--- src/rtl/pwm_note_sequencer.sv ---
// Purpose: walks a song table in a synchronous ROM and drives tone period/enable for each note.
// Latency: per note slot, 1 fetch + 1 decode + dur*BEAT_DIV play + GAP_CYCLES silent cycles.
// Backpressure: none; the ROM has fixed 1-cycle latency. stop aborts at once, start is ignored while busy.
module pwm_note_sequencer #(
    parameter int ADDR_W     = 8,
    parameter int BEAT_DIV   = 6281250,
    parameter int GAP_CYCLES = 502500
) (
    input  logic              clk,
    input  logic              rst_n,
    input  logic              start,
    input  logic              stop,
    input  logic              loop_en,
    output logic [ADDR_W-1:0] rom_addr,
    output logic              rom_rd,
    input  logic [15:0]       rom_data,
    output logic [11:0]       tone_period,
    output logic              tone_en,
    output logic              note_strobe,
    output logic              busy,
    output logic              done
);

    localparam int BW = $clog2(BEAT_DIV);
    localparam int GW = (GAP_CYCLES > 1) ? $clog2(GAP_CYCLES) : 1;
    localparam logic [BW-1:0] BEAT_LAST = BW'(BEAT_DIV - 1);
    localparam logic [GW-1:0] GAP_LAST  = GW'(GAP_CYCLES - 1);

    typedef enum logic [2:0] {
        S_IDLE,
        S_FETCH,
        S_DECODE,
        S_PLAY,
        S_GAP
    } state_t;

    state_t            state_q, state_d;
    logic [ADDR_W-1:0] ptr_q, ptr_d;
    logic [11:0]       period_q, period_d;
    logic [3:0]        beats_q, beats_d;
    logic [BW-1:0]     beat_cnt_q, beat_cnt_d;
    logic [GW-1:0]     gap_cnt_q, gap_cnt_d;
    logic              rom_rd_q, rom_rd_d;
    logic              tone_en_q, tone_en_d;
    logic              strobe_q, strobe_d;
    logic              busy_q, busy_d;
    logic              done_q, done_d;

    logic [3:0]        rom_dur;
    logic [11:0]       rom_period;

    assign rom_dur    = rom_data[15:12];
    assign rom_period = rom_data[11:0];

    // The pointer register doubles as the ROM address; it only matters while rom_rd is high.
    assign rom_addr    = ptr_q;
    assign rom_rd      = rom_rd_q;
    assign tone_period = period_q;
    assign tone_en     = tone_en_q;
    assign note_strobe = strobe_q;
    assign busy        = busy_q;
    assign done        = done_q;

    // State and output registers; outputs are precomputed for the state being entered.
    always_ff @(posedge clk or negedge rst_n) begin
        if (!rst_n) begin
            state_q    <= S_IDLE;
            ptr_q      <= '0;
            period_q   <= '0;
            beats_q    <= '0;
            beat_cnt_q <= '0;
            gap_cnt_q  <= '0;
            rom_rd_q   <= 1'b0;
            tone_en_q  <= 1'b0;
            strobe_q   <= 1'b0;
            busy_q     <= 1'b0;
            done_q     <= 1'b0;
        end else begin
            state_q    <= state_d;
            ptr_q      <= ptr_d;
            period_q   <= period_d;
            beats_q    <= beats_d;
            beat_cnt_q <= beat_cnt_d;
            gap_cnt_q  <= gap_cnt_d;
            rom_rd_q   <= rom_rd_d;
            tone_en_q  <= tone_en_d;
            strobe_q   <= strobe_d;
            busy_q     <= busy_d;
            done_q     <= done_d;
        end
    end

    // Next-state sequencing plus the registered output values for the next cycle.
    always_comb begin
        state_d    = state_q;
        ptr_d      = ptr_q;
        period_d   = period_q;
        beats_d    = beats_q;
        beat_cnt_d = beat_cnt_q;
        gap_cnt_d  = gap_cnt_q;
        rom_rd_d   = 1'b0;
        tone_en_d  = 1'b0;
        strobe_d   = 1'b0;
        done_d     = 1'b0;

        case (state_q)
            S_IDLE: begin
                if (start && !stop) begin
                    ptr_d    = '0;
                    state_d  = S_FETCH;
                    rom_rd_d = 1'b1;
                end
            end
            S_FETCH: begin
                state_d = S_DECODE;
            end
            S_DECODE: begin
                if (rom_dur == 4'd0) begin
                    // Looping from address 0 onto a marker at 0 would spin forever, so finish instead.
                    if (loop_en && (ptr_q != '0)) begin
                        ptr_d    = '0;
                        state_d  = S_FETCH;
                        rom_rd_d = 1'b1;
                    end else begin
                        state_d = S_IDLE;
                        done_d  = 1'b1;
                    end
                end else begin
                    period_d   = rom_period;
                    beats_d    = rom_dur;
                    beat_cnt_d = '0;
                    state_d    = S_PLAY;
                    strobe_d   = 1'b1;
                    tone_en_d  = (rom_period != 12'd0);
                end
            end
            S_PLAY: begin
                tone_en_d = (period_q != 12'd0);
                if (beat_cnt_q == BEAT_LAST) begin
                    beat_cnt_d = '0;
                    beats_d    = beats_q - 4'd1;
                    if (beats_q == 4'd1) begin
                        state_d   = S_GAP;
                        gap_cnt_d = '0;
                        tone_en_d = 1'b0;
                    end
                end else begin
                    beat_cnt_d = beat_cnt_q + BW'(1);
                end
            end
            S_GAP: begin
                if (gap_cnt_q == GAP_LAST) begin
                    ptr_d    = ptr_q + ADDR_W'(1);
                    state_d  = S_FETCH;
                    rom_rd_d = 1'b1;
                end else begin
                    gap_cnt_d = gap_cnt_q + GW'(1);
                end
            end
            default: begin
                state_d = S_IDLE;
            end
        endcase

        // Abort overrides everything and silences the tone generator completely.
        if (stop && (state_q != S_IDLE)) begin
            state_d   = S_IDLE;
            period_d  = '0;
            rom_rd_d  = 1'b0;
            tone_en_d = 1'b0;
            strobe_d  = 1'b0;
            done_d    = 1'b0;
        end

        busy_d = (state_d != S_IDLE);
    end

endmodule
--- config.mk ---
export PLATFORM = sky130hd
export DESIGN_NAME = pwm_note_sequencer
export DESIGN_NICKNAME = d
export VERILOG_FILES = /design/src/rtl/pwm_note_sequencer.sv
export SDC_FILE = /design/constraint.sdc
export NUM_CORES = 1
export LEC_CHECK = 0
export ABC_AREA = 0
export BUFFER_PORTS_ARGS = -buffer_cell sky130_fd_sc_hd__buf_2
export CELL_PAD_IN_SITES_DETAIL_PLACEMENT = 1
export CELL_PAD_IN_SITES_GLOBAL_PLACEMENT = 1
export CORE_MARGIN = 1
export CORE_UTILIZATION = 48
export DETAILED_ROUTE_END_ITERATION = 12
export PLACE_DENSITY_LB_ADDON = 0.15
export SLEW_MARGIN = 25
export SYNTH_ARGS = -nofsm -noshare
export SYNTH_HDL_FRONTEND = slang
export SYNTH_SLANG_ARGS = --single-unit
--- constraint.sdc ---
create_clock -name clk -period 3.4 [get_ports clk]
set_input_delay 0.34 -clock clk [delete_from_list [all_inputs] [get_ports clk]]
set_output_delay 0.34 -clock clk [all_outputs]
set_load 0.1 [all_outputs]
==> results of run 1 <==
[layout by cell type, fill, tap and decap left out, types with 6 or more instances in the layout]
cell type  synthesis  routed
a22o_1            15      15
nand3_1           20      20
buf_2              2      44
clkbuf_8           0      11
and3_1             7       7
nand4_1           13      13
nor3_1             9       9
dfrtp_1           74      74
xor2_1            15      15
nor2_1            50      50
nor4_1            12      12
inv_1             12      12
buf_4              0       6
ha_1               7       7
o21ai_0           22      22
a21oi_1           19      19
nand2_1           27      27
xnor2_1           13      13
[Yosys cell counts (all sizes together) (5+ instances only)]
cell / instances / area (um2)
dfrtp: 74 / 1850
nor2: 50 / 188
nand2: 28 / 108
o21ai: 23 / 115
a21oi: 20 / 111
nand3: 20 / 100
a22o: 15 / 131
xor2: 15 / 131
nand4: 13 / 81.3
nor4: 13 / 96.3
xnor2: 13 / 114
inv: 12 / 45.0
nor3: 11 / 71.3
clkbuf: 9 / 33.8
and3: 7 / 43.8
ha: 7 / 87.6
or3: 6 / 42.5
or4: 6 / 48.8
a31oi: 5 / 31.3
nor3b: 5 / 37.5
[worst reg2reg max path: stages (launching register included)]
cell	delay, ps
dfrtp_1	400
ha_1	280
or3b_2	460
or4_4	470
nor3_4	350
a211oi_2	160
a211o_1	340
[routing by layer]
| layer | track usage | up-vias | share of wire |
|---|---|---|---|
| met4 | 0.108 | 0 | 0.018 |
| li1 | - | 1551 | - |
| met5 | 0 | - | 0 |
| met3 | 0.0444 | 19 | 0.037 |
| met1 | 0.354 | 1626 | 0.49 |
| met2 | 0.385 | 68 | 0.46 |
[layout make-up]
type	instances	share of cell area
Multi-Input combinational cell	299	0.432
Timing Repair Buffer	51	0.0631
Clock inverter	3	0.00913
Inverter	12	0.0103
Sequential cell	74	0.422
Clock buffer	11	0.0345
Tap cell	102	0.0291
[power groups by stage]
stage	Combinational, W	Sequential [W]	Clock [W]
2_1_floorplan	0.000432	0.00177	0
3_3_place_gp	0.00127	0.00120	0
3_5_place_dp	0.00130	0.00121	0
4_1_cts	0.00130	0.00119	0.000698
5_1_grt	0.00137	0.00122	0.000736
6_report	0.00129	0.00119	0.000688
[kinds of logic (layout without fill, tap and decap cells)]
kind of cell               Yosys count  count (layout)
AOI/OAI and AO/OA                   84              84
xor gates and xnor gates            28              28
adders and majority gates            7               7
buffers and inverters               24              77
DFF                                 74              74
muxes                                4               4
and+or+nand+nor                    176             176
[stage by stage]
step,cells,hold slack [ps],setup slack [ps]
2_1_floorplan,397,44.4,1080
3_3_place_gp,538,514,899
3_5_place_dp,538,507,843
4_1_cts,552,163,826
5_1_grt,552,50.2,698
6_report,552,-3.37,844
[flip-flops by register name, summed over array words and instances (netlist names), 3 cells and up]
signal       flops
beats_q          4
beat_cnt_q      23
rom_addr         8
gap_cnt_q       19
state_q          3
tone_period     12
[how the worst max path moves through the flow]
stage	endpoint	slack (ps)	start
2_1_floorplan	rom_addr[2]	1080	gap_cnt_q[0]
3_3_place_gp	rom_addr[2]	900	gap_cnt_q[0]
3_5_place_dp	rom_addr[2]	840	gap_cnt_q[0]
4_1_cts	gap_cnt_q[0]	830	beat_cnt_q[7]
5_1_grt	rom_addr[2]	700	gap_cnt_q[0]
6_report	rom_addr[2]	840	gap_cnt_q[0]
==> impl_metrics.toml, run 1 <==
[pwr]
p_comb_frac = 0.408
power.density_mw_per_mm2 = 724
total_power_w = 0.00317
clock_power_share = 0.217
leakagePower_nw = 2.01
power_frac_seq = 0.376
sw_frac_of_total = 0.466
power_switching_w = 0.00148
ir_worst_vdd_mv = 0.989
p_int_w = 0.00169

[logic_synthesis]
synthArstFlopShare = 1.00
avgSynthCellArea_um2 = 9.67
synth_fp_nets = 425
netlist_area_mm2 = 0.00384
synth_ff_type = "dfrtp_1"
yosys.cell_types.count = 56
ys_seq_area_frac = 0.483
synth_top_family_by_area = "simple AND/OR/NAND/NOR gates"
synthCells = 397
ys_ff_latch = 74
synth_edf_count = 0
synth.area.mux_share = 0.0108
synthXorXnorAreaFrac = 0.0639
synth_compound_area_frac = 0.148
synth-simple-area-share = 0.248
ys_warn_count = 0
synth-adder-area-share = 0.0228

[placement]
numPortBuffers = 45
placed_cell_area_mm2 = 0.00419
gp_congestion = 0.778
dp.final_hpwl_mm = 6.84

[layout]
final_nets = 475
num_antenna_cells = 0
drive_above_1_share = 0.173
multi_input_area_mm2 = 0.00189
design_area_mm2 = 0.00439
fin_util = 0.568
regArea_mm2 = 0.00185
area_growth_pct = 14.3
nFillCells = 893

[die]
fp.dieW_um = 91.4
start_util = 0.497
die_h_um = 91.4
io_pins = 46
rows = 32
coreArea_mm2 = 0.00773
die-area_mm2 = 0.00836

[grt]
grt_pass1_wl_mm = 16.9
overflow = 0
grt_usage = 0.253
grt_pass1_vias = 3439
antenna_found_initial = 0
grt_max_degree = 75

[run_status]
status = "finished with violations"
failed_checks = "negative hold slack"

[run]
cap_violations = 0

[timing]
fin_tns_setup_ps = 0
fin_crit_sh = 0.752
hold_viol_final = 3
timing.fmax_mhz = 391
finalSetupViolCount = 0
worst_pin_slew_ps = 874
timing.hold.ws_ps = -3.37
layout_min_cycle_time_ps = 2560
slew_violations = 0
rsz0062_at_grt = "no"
fin_skew_ps = 8.37
relSlewSlack = 0.415

[worst_setup_path]
crit_chain = "ha_1, or3b_2, or4_4, nor3_4, a211oi_2, a211o_1"
cp_slowest_stage_delay_ps = 470
reg2reg_slack_ps = 840
worstPathRequired_ps = 3650
worstPathMaxFanout = 9
crit_buf_inv = 0
path_depth = 6
cp-start-kind = "flip-flop"
path_class = "reg2reg"
r2r_end = "rom_addr[2]"
reg2reg_from = "gap_cnt_q[0]"
cp-end-kind = "flip-flop"
cp_slowest_cell = "or4_4"
critical-path-top-delay-family = "simple AND/OR/NAND/NOR gates"
reg2reg_depth = 6
critPathArrivalTime_ps = 2800

[min_path]
min_path_type = "in2async"

[clocking]
cts-resized-gates = 0
hold_buffers = 0
clk_pin_slew_ps = 80
cts_made_buffers = 9
htreeDepth = 3
insertion_delay_ps = 360
post_cts_buffers = 0
cts_buffer_depth = 2
cts_tree = "built"
cts_sinks = 74
cts_root_buffer = "clkbuf_8"

[drt]
avgRoutedWirePerCell_um = 17.3
wirelength_mm = 9.52
firstDrtPassIters = 4
drt_iter0_markers = 133
vias_per_cell = 5.91
via_count = 3264
ant_nets = 0
drc_errors = 0
No activity file was read; power rests on OpenSTA's default activity.
==> inputs of run 2 (changes only) <==
- ABC_AREA: 0 -> 1
- CORE_UTILIZATION: 48 -> 39
- clock period: 3.4 -> 2.24 ns (I/O delays scaled with it)
==> run 2 against run 1 <==
  * The run now ends clean
  * Flip-flop and latch count stayed put
  * Global-route usage decreased by 2.3 points
  * Critical path depth up 3
  * Sequential power is 45% higher
  * Non-clock buffer count increased by 8
  * Area after synthesis rose by 13%
  * Worst setup slack got worse by 570 ps
  * Critical path type unchanged
  * Largest cell class unchanged
==> impl_metrics.toml, run 2 <==
[layout]
fin_util = 0.463
largest_register_ff_count = 23
num_antenna_cells = 0
regMostFlops = "beat_cnt_q"
final_common_cell = "nand2_1"
nFillCells = 1402
multi_input_area_mm2 = 0.00218
final_nets = 676
layout_common_cells = "nand2_1 (156), nor2_1 (83), dfrtp_1 (72)"
drive_above_1_share = 0.156
regArea_mm2 = 0.00185
area_growth_pct = 15.3

[clocking]
cts_buffer_depth = 2
cts_sinks = 74
cts_made_buffers = 9
cts_tree = "built"
htreeDepth = 3
cts_root_buffer = "clkbuf_8"
insertion_delay_ps = 370
post_cts_buffers = 0
clk_pin_slew_ps = 90

[logic_synthesis]
netlist_area_mm2 = 0.00435
yosysTopAreaCellShare = 0.426
synth_fp_nets = 620
yosysMostFrequentCell = "nand2_1"
synth_ff_type = "dfrtp_1"
synthArstFlopShare = 1.00
avgSynthCellArea_um2 = 7.35
synth_common_cells = "nand2_1 (156), nor2_1 (83), dfrtp_1 (74)"
synth_edf_count = 0
synth_area_leaders = "dfrtp_1 (43%), nand2_1 (13%), nand3_1 (7.8%)"
synth_top_area_cell = "dfrtp_1"
ys_warn_count = 0
synthCells = 592
ys_seq_area_frac = 0.426
yosys.cell_types.count = 36
ys_ff_latch = 74

[drt]
wirelength_mm = 12.2
drt_iter0_markers = 141
vias_per_cell = 5.18
drc_errors = 0
via_count = 4107
firstDrtPassIters = 4
avgRoutedWirePerCell_um = 15.4
ant_nets = 0

[worst_setup_path]
worstPathMaxFanout = 20
worstPathRequired_ps = 2490
crit_start = "gap_cnt_q[0]"
r2r_end = "busy"
path_class = "reg2reg"
critPathArrivalTime_ps = 2210
cp-end-kind = "flip-flop"
reg2reg_slack_ps = 280
reg2reg_from = "gap_cnt_q[0]"
cp-start-kind = "flip-flop"
crit_end = "busy"
reg2reg_depth = 9

[die]
io_pins = 46
die_h_um = 108
fp.dieW_um = 108
start_util = 0.401
coreArea_mm2 = 0.0108
die-area_mm2 = 0.0116
rows = 38

[timing]
relSlewSlack = 0.648
timing.fmax_mhz = 509
rsz0062_at_grt = "no"
fin_skew_ps = 13.6
hold_viol_final = 0
worst_pin_slew_ps = 527
fin_crit_sh = 0.876
layout_min_cycle_time_ps = 1960
fin_tns_setup_ps = 0
finalSetupViolCount = 0
slew_violations = 0
timing.hold.ws_ps = 68.3

[run]
cap_violations = 0

[grt]
grt_max_degree = 37
grt_usage = 0.230
antenna_found_initial = 0
grt_pass1_vias = 4280
overflow = 0
grt_pass1_wl_mm = 20.6

[min_path]
min_path_type = "in2reg"
min_from = "rom_data[0]"

[placement]
dp.final_hpwl_mm = 9.16
gp_congestion = 0.837
numPortBuffers = 45

[run_status]
status = "complete, no violations"

[pwr]
power.density_mw_per_mm2 = 1020
ir_worst_vdd_mv = 0.890
total_power_w = 0.00513
leakagePower_nw = 2.40
[run 2: cells by family (layout without fill, tap and decap cells)]
group | after synthesis | after routing | synth area share
AOI/OAI and AO/OA | 51 | 51 | 0.0708
buffers and inverters | 78 | 139 | 0.0728
muxes | 1 | 1 | 0.00230
adders and majority gates | 7 | 7 | 0.0201
DFF | 74 | 74 | 0.426
and+or+nand+nor | 354 | 354 | 0.354
xor gates and xnor gates | 27 | 27 | 0.0544
[run 2: worst min path at each step]
stage	slack [ps]	endpoint	cells after the start
2_1_floorplan	-70	beat_cnt_q[0]	0
3_3_place_gp	130	tone_period[10]	1
3_5_place_dp	130	tone_period[10]	1
4_1_cts	60	tone_period[0]	3
5_1_grt	70	tone_period[0]	3
6_report	70	tone_period[0]	3
[run 2: worst max-delay path, cell delays in order (launching register included)]
cell     delay (ps)
dfrtp_1         490
ha_1            290
nand2_1          80
nor3_1          200
nand3_1         150
nand2_1         170
nand2_1          70
buf_4           210
nand2_1         100
nand3_1          80
[run 2: where the power goes]
part           total, W  internal, W  switching (W)
clock network   0.00118     0.000625       0.000557
registers       0.00173      0.00154       0.000182
logic           0.00222     0.000425        0.00180
[run 2: what timing repair did]
item | in CTS | in global routing
hold endpoints to repair | 17 | 0
hold buffers | 1 | 0
gates resized for setup | 0 | 0
[run 2: final cells by class]
class / instances / area share
clock inverters: 7 / 0.0187
clock buffers: 9 / 0.0247
inverters: 64 / 0.0479
repair buffers: 59 / 0.0693
well taps: 140 / 0.0349
flip-flops and latches: 74 / 0.370
multi-input cells: 440 / 0.435
[run 2: layer usage]
layer	vias up	track usage	part of all wire
li1	2019	-	-
met1	2035	0.289	0.47
met2	38	0.395	0.50
met3	15	0.0345	0.019
met4	0	0.0890	0.016
met5	-	0	0
[run 2: through the flow]
step | setup WS (ps) | std cells | cell area (um2)
global route | 90.9 | 793 | 5020
finish | 277 | 793 | 5020
global placement | 451 | 776 | 4790
floorplan | 136 | 592 | 4350
detailed placement | 328 | 776 | 4790
CTS | 273 | 793 | 5020
==> inputs of run 3 (changes only) <==
- CORE_ASPECT_RATIO: unset -> 1.4
==> run 3 against run 2 <==
  * Total power is 5.7% higher
  * Sequential share of layout area is 0.54 points lower
  * Clock skew is 10 ps lower
  * Sequential power hardly changed
  * Global-route usage is 1.2 points higher
  * Hold slack better by 29 ps
  * Combinational power hardly changed
  * Routed wire length is 4.0% higher
==> impl_metrics.toml, run 3 (same netlist as run 2, synthesis figures left out) <==
[run_status]
status = "complete, no violations"

[timing]
relSlewSlack = 0.615
fin_tns_setup_ps = 0
finalSetupViolCount = 0
hold_viol_final = 0
layout_min_cycle_time_ps = 1900
timing.fmax_mhz = 526
worst_pin_slew_ps = 576
slew_violations = 0
fin_crit_sh = 0.848
rsz0062_at_grt = "no"
fin_skew_ps = 3.39

[placement]
gp_congestion = 0.861
dp.final_hpwl_mm = 9.76
placed_cell_area_mm2 = 0.00478
numPortBuffers = 45

[clocking]
htreeDepth = 3
cts-resized-gates = 0
clk_pin_slew_ps = 60
cts_root_buffer = "clkbuf_16"
cts_made_buffers = 9
insertion_delay_ps = 340
cts_sinks = 74
post_cts_buffers = 0
cts_tree = "built"
hold_buffers = 1
cts_buffer_depth = 2

[pwr]
leakagePower_nw = 2.44
sw_frac_of_total = 0.467
power.density_mw_per_mm2 = 1060
p_comb_frac = 0.407
p_int_w = 0.00289
clock_power_share = 0.273
ir_worst_vdd_mv = 0.643
power_switching_w = 0.00253
power_frac_seq = 0.320

[grt]
antenna_found_initial = 0
grt_usage = 0.242
overflow = 0
grt_pass1_wl_mm = 21.5
grt_pass1_vias = 4405
grt_max_degree = 41

[drt]
via_count = 4096
drc_errors = 0
drt_iter0_markers = 117
vias_per_cell = 5.17
firstDrtPassIters = 4
ant_nets = 0
avgRoutedWirePerCell_um = 16.0
wirelength_mm = 12.7

[die]
die_h_um = 127
fp.dieW_um = 91.3
die-area_mm2 = 0.0116
start_util = 0.400
io_pins = 46
rows = 45
coreArea_mm2 = 0.0109

[layout]
final_common_cell = "nand2_1"
area_growth_pct = 17.0
design_area_mm2 = 0.00509
regMostFlops = "beat_cnt_q"
layout_common_cells = "nand2_1 (156), nor2_1 (83), dfrtp_1 (72)"
num_antenna_cells = 0
drive_above_1_share = 0.154
nFillCells = 1409
final_nets = 674
largest_register_ff_count = 23

[worst_setup_path]
cp_slowest_cell = "dfrtp_1"
cp-start-kind = "flip-flop"
critPathArrivalTime_ps = 2150
worstPathRequired_ps = 2490
path_class = "reg2reg"
crit_chain = "ha_1, inv_1, nor2_1, nand2_1, nor2_2, nand2_1, xor2_1, o22ai_1"
cp_slowest_stage_delay_ps = 470
worstPathMaxFanout = 8
cp-end-kind = "flip-flop"
crit_path_frequent_cell = "nand2_1"

[run]
cap_violations = 0

[min_path]
min_path_type = "in2reg"
run 3: cell types whose count changed in the layout (fill, tap and decap cells not counted):
cell        before  now
clkbuf_16        0    9
clkbuf_8         9    2
buf_4           13   11
bufinv_16        2    1
clkinv_2         2    3
clkinv_4         1    0
clkinvlp_4       2    1
run 3: metrics by stage:
step                      utilization  power [W]  setup slack (ps)  cells  hold WS, ps
after floorplan                     -    0.00348               136    592        -71.6
after global placement          0.439    0.00393               454    775          254
after detailed placement        0.439    0.00397               370    775          262
after CTS                       0.469    0.00548               357    792         89.6
after global routing            0.469    0.00571              96.7    792          112
final                           0.469    0.00542               340    792         96.9
run 3: worst paths after layout:
check | cells past startpoint | end | slack, ps | start
max | 8 | gap_cnt_q[12] | 340 | gap_cnt_q[0]
min | 2 | tone_en | 100 | stop
max reg2reg | 8 | gap_cnt_q[12] | 340 | gap_cnt_q[0]
min reg2reg | 2 | beats_q[1] | 530 | beats_q[1]
max in group asynchronous | 3 | gap_cnt_q[5] | 1210 | rst_n
min in group asynchronous | 2 | beat_cnt_q[17] | 430 | rst_n
run 3: area by class of cell:
| class | count | area [um2] | share of cell area |
|---|---|---|---|
| inverters | 64 | 240 | 0.0472 |
| well taps | 141 | 176 | 0.0347 |
| clock inverters | 5 | 52.6 | 0.0103 |
| multi-input cells | 440 | 2180 | 0.429 |
| repair buffers | 57 | 333 | 0.0654 |
| clock buffers | 11 | 253 | 0.0496 |
| flip-flops and latches | 74 | 1850 | 0.364 |
run 3: worst max-delay path: cells and delay by family, from the launching register on:
| kind | cells | cell delay [ps] |
|---|---|---|
| AOI/OAI and AO/OA | 1 | 160 |
| xor gates and xnor gates | 1 | 150 |
| adders and majority gates | 1 | 310 |
| buffers and inverters | 1 | 90 |
| DFF | 1 | 470 |
| and+or+nand+nor | 4 | 640 |
run 3: power by group through the flow:
| stage | sequential, W | combinational, W | clock (W) |
|---|---|---|---|
| after global placement | 0.00175 | 0.00218 | 0 |
| after detailed placement | 0.00176 | 0.00222 | 0 |
| after global routing | 0.00176 | 0.00238 | 0.00157 |
| final | 0.00174 | 0.00220 | 0.00148 |
| after floorplan | 0.00271 | 0.000767 | 0 |
| after CTS | 0.00174 | 0.00223 | 0.00152 |
run 3: routing by layer:
| layer | routed length [um] | up-vias | global-route usage | share of wire |
|---|---|---|---|---|
| met2 | 7200 | 46 | 0.471 | 0.57 |
| met1 | 4890 | 1999 | 0.253 | 0.39 |
| met5 | 0 | - | 0 | 0 |
| met3 | 227 | 28 | 0.0336 | 0.018 |
| met4 | 379 | 0 | 0.108 | 0.030 |
| li1 | - | 2023 | - | - |
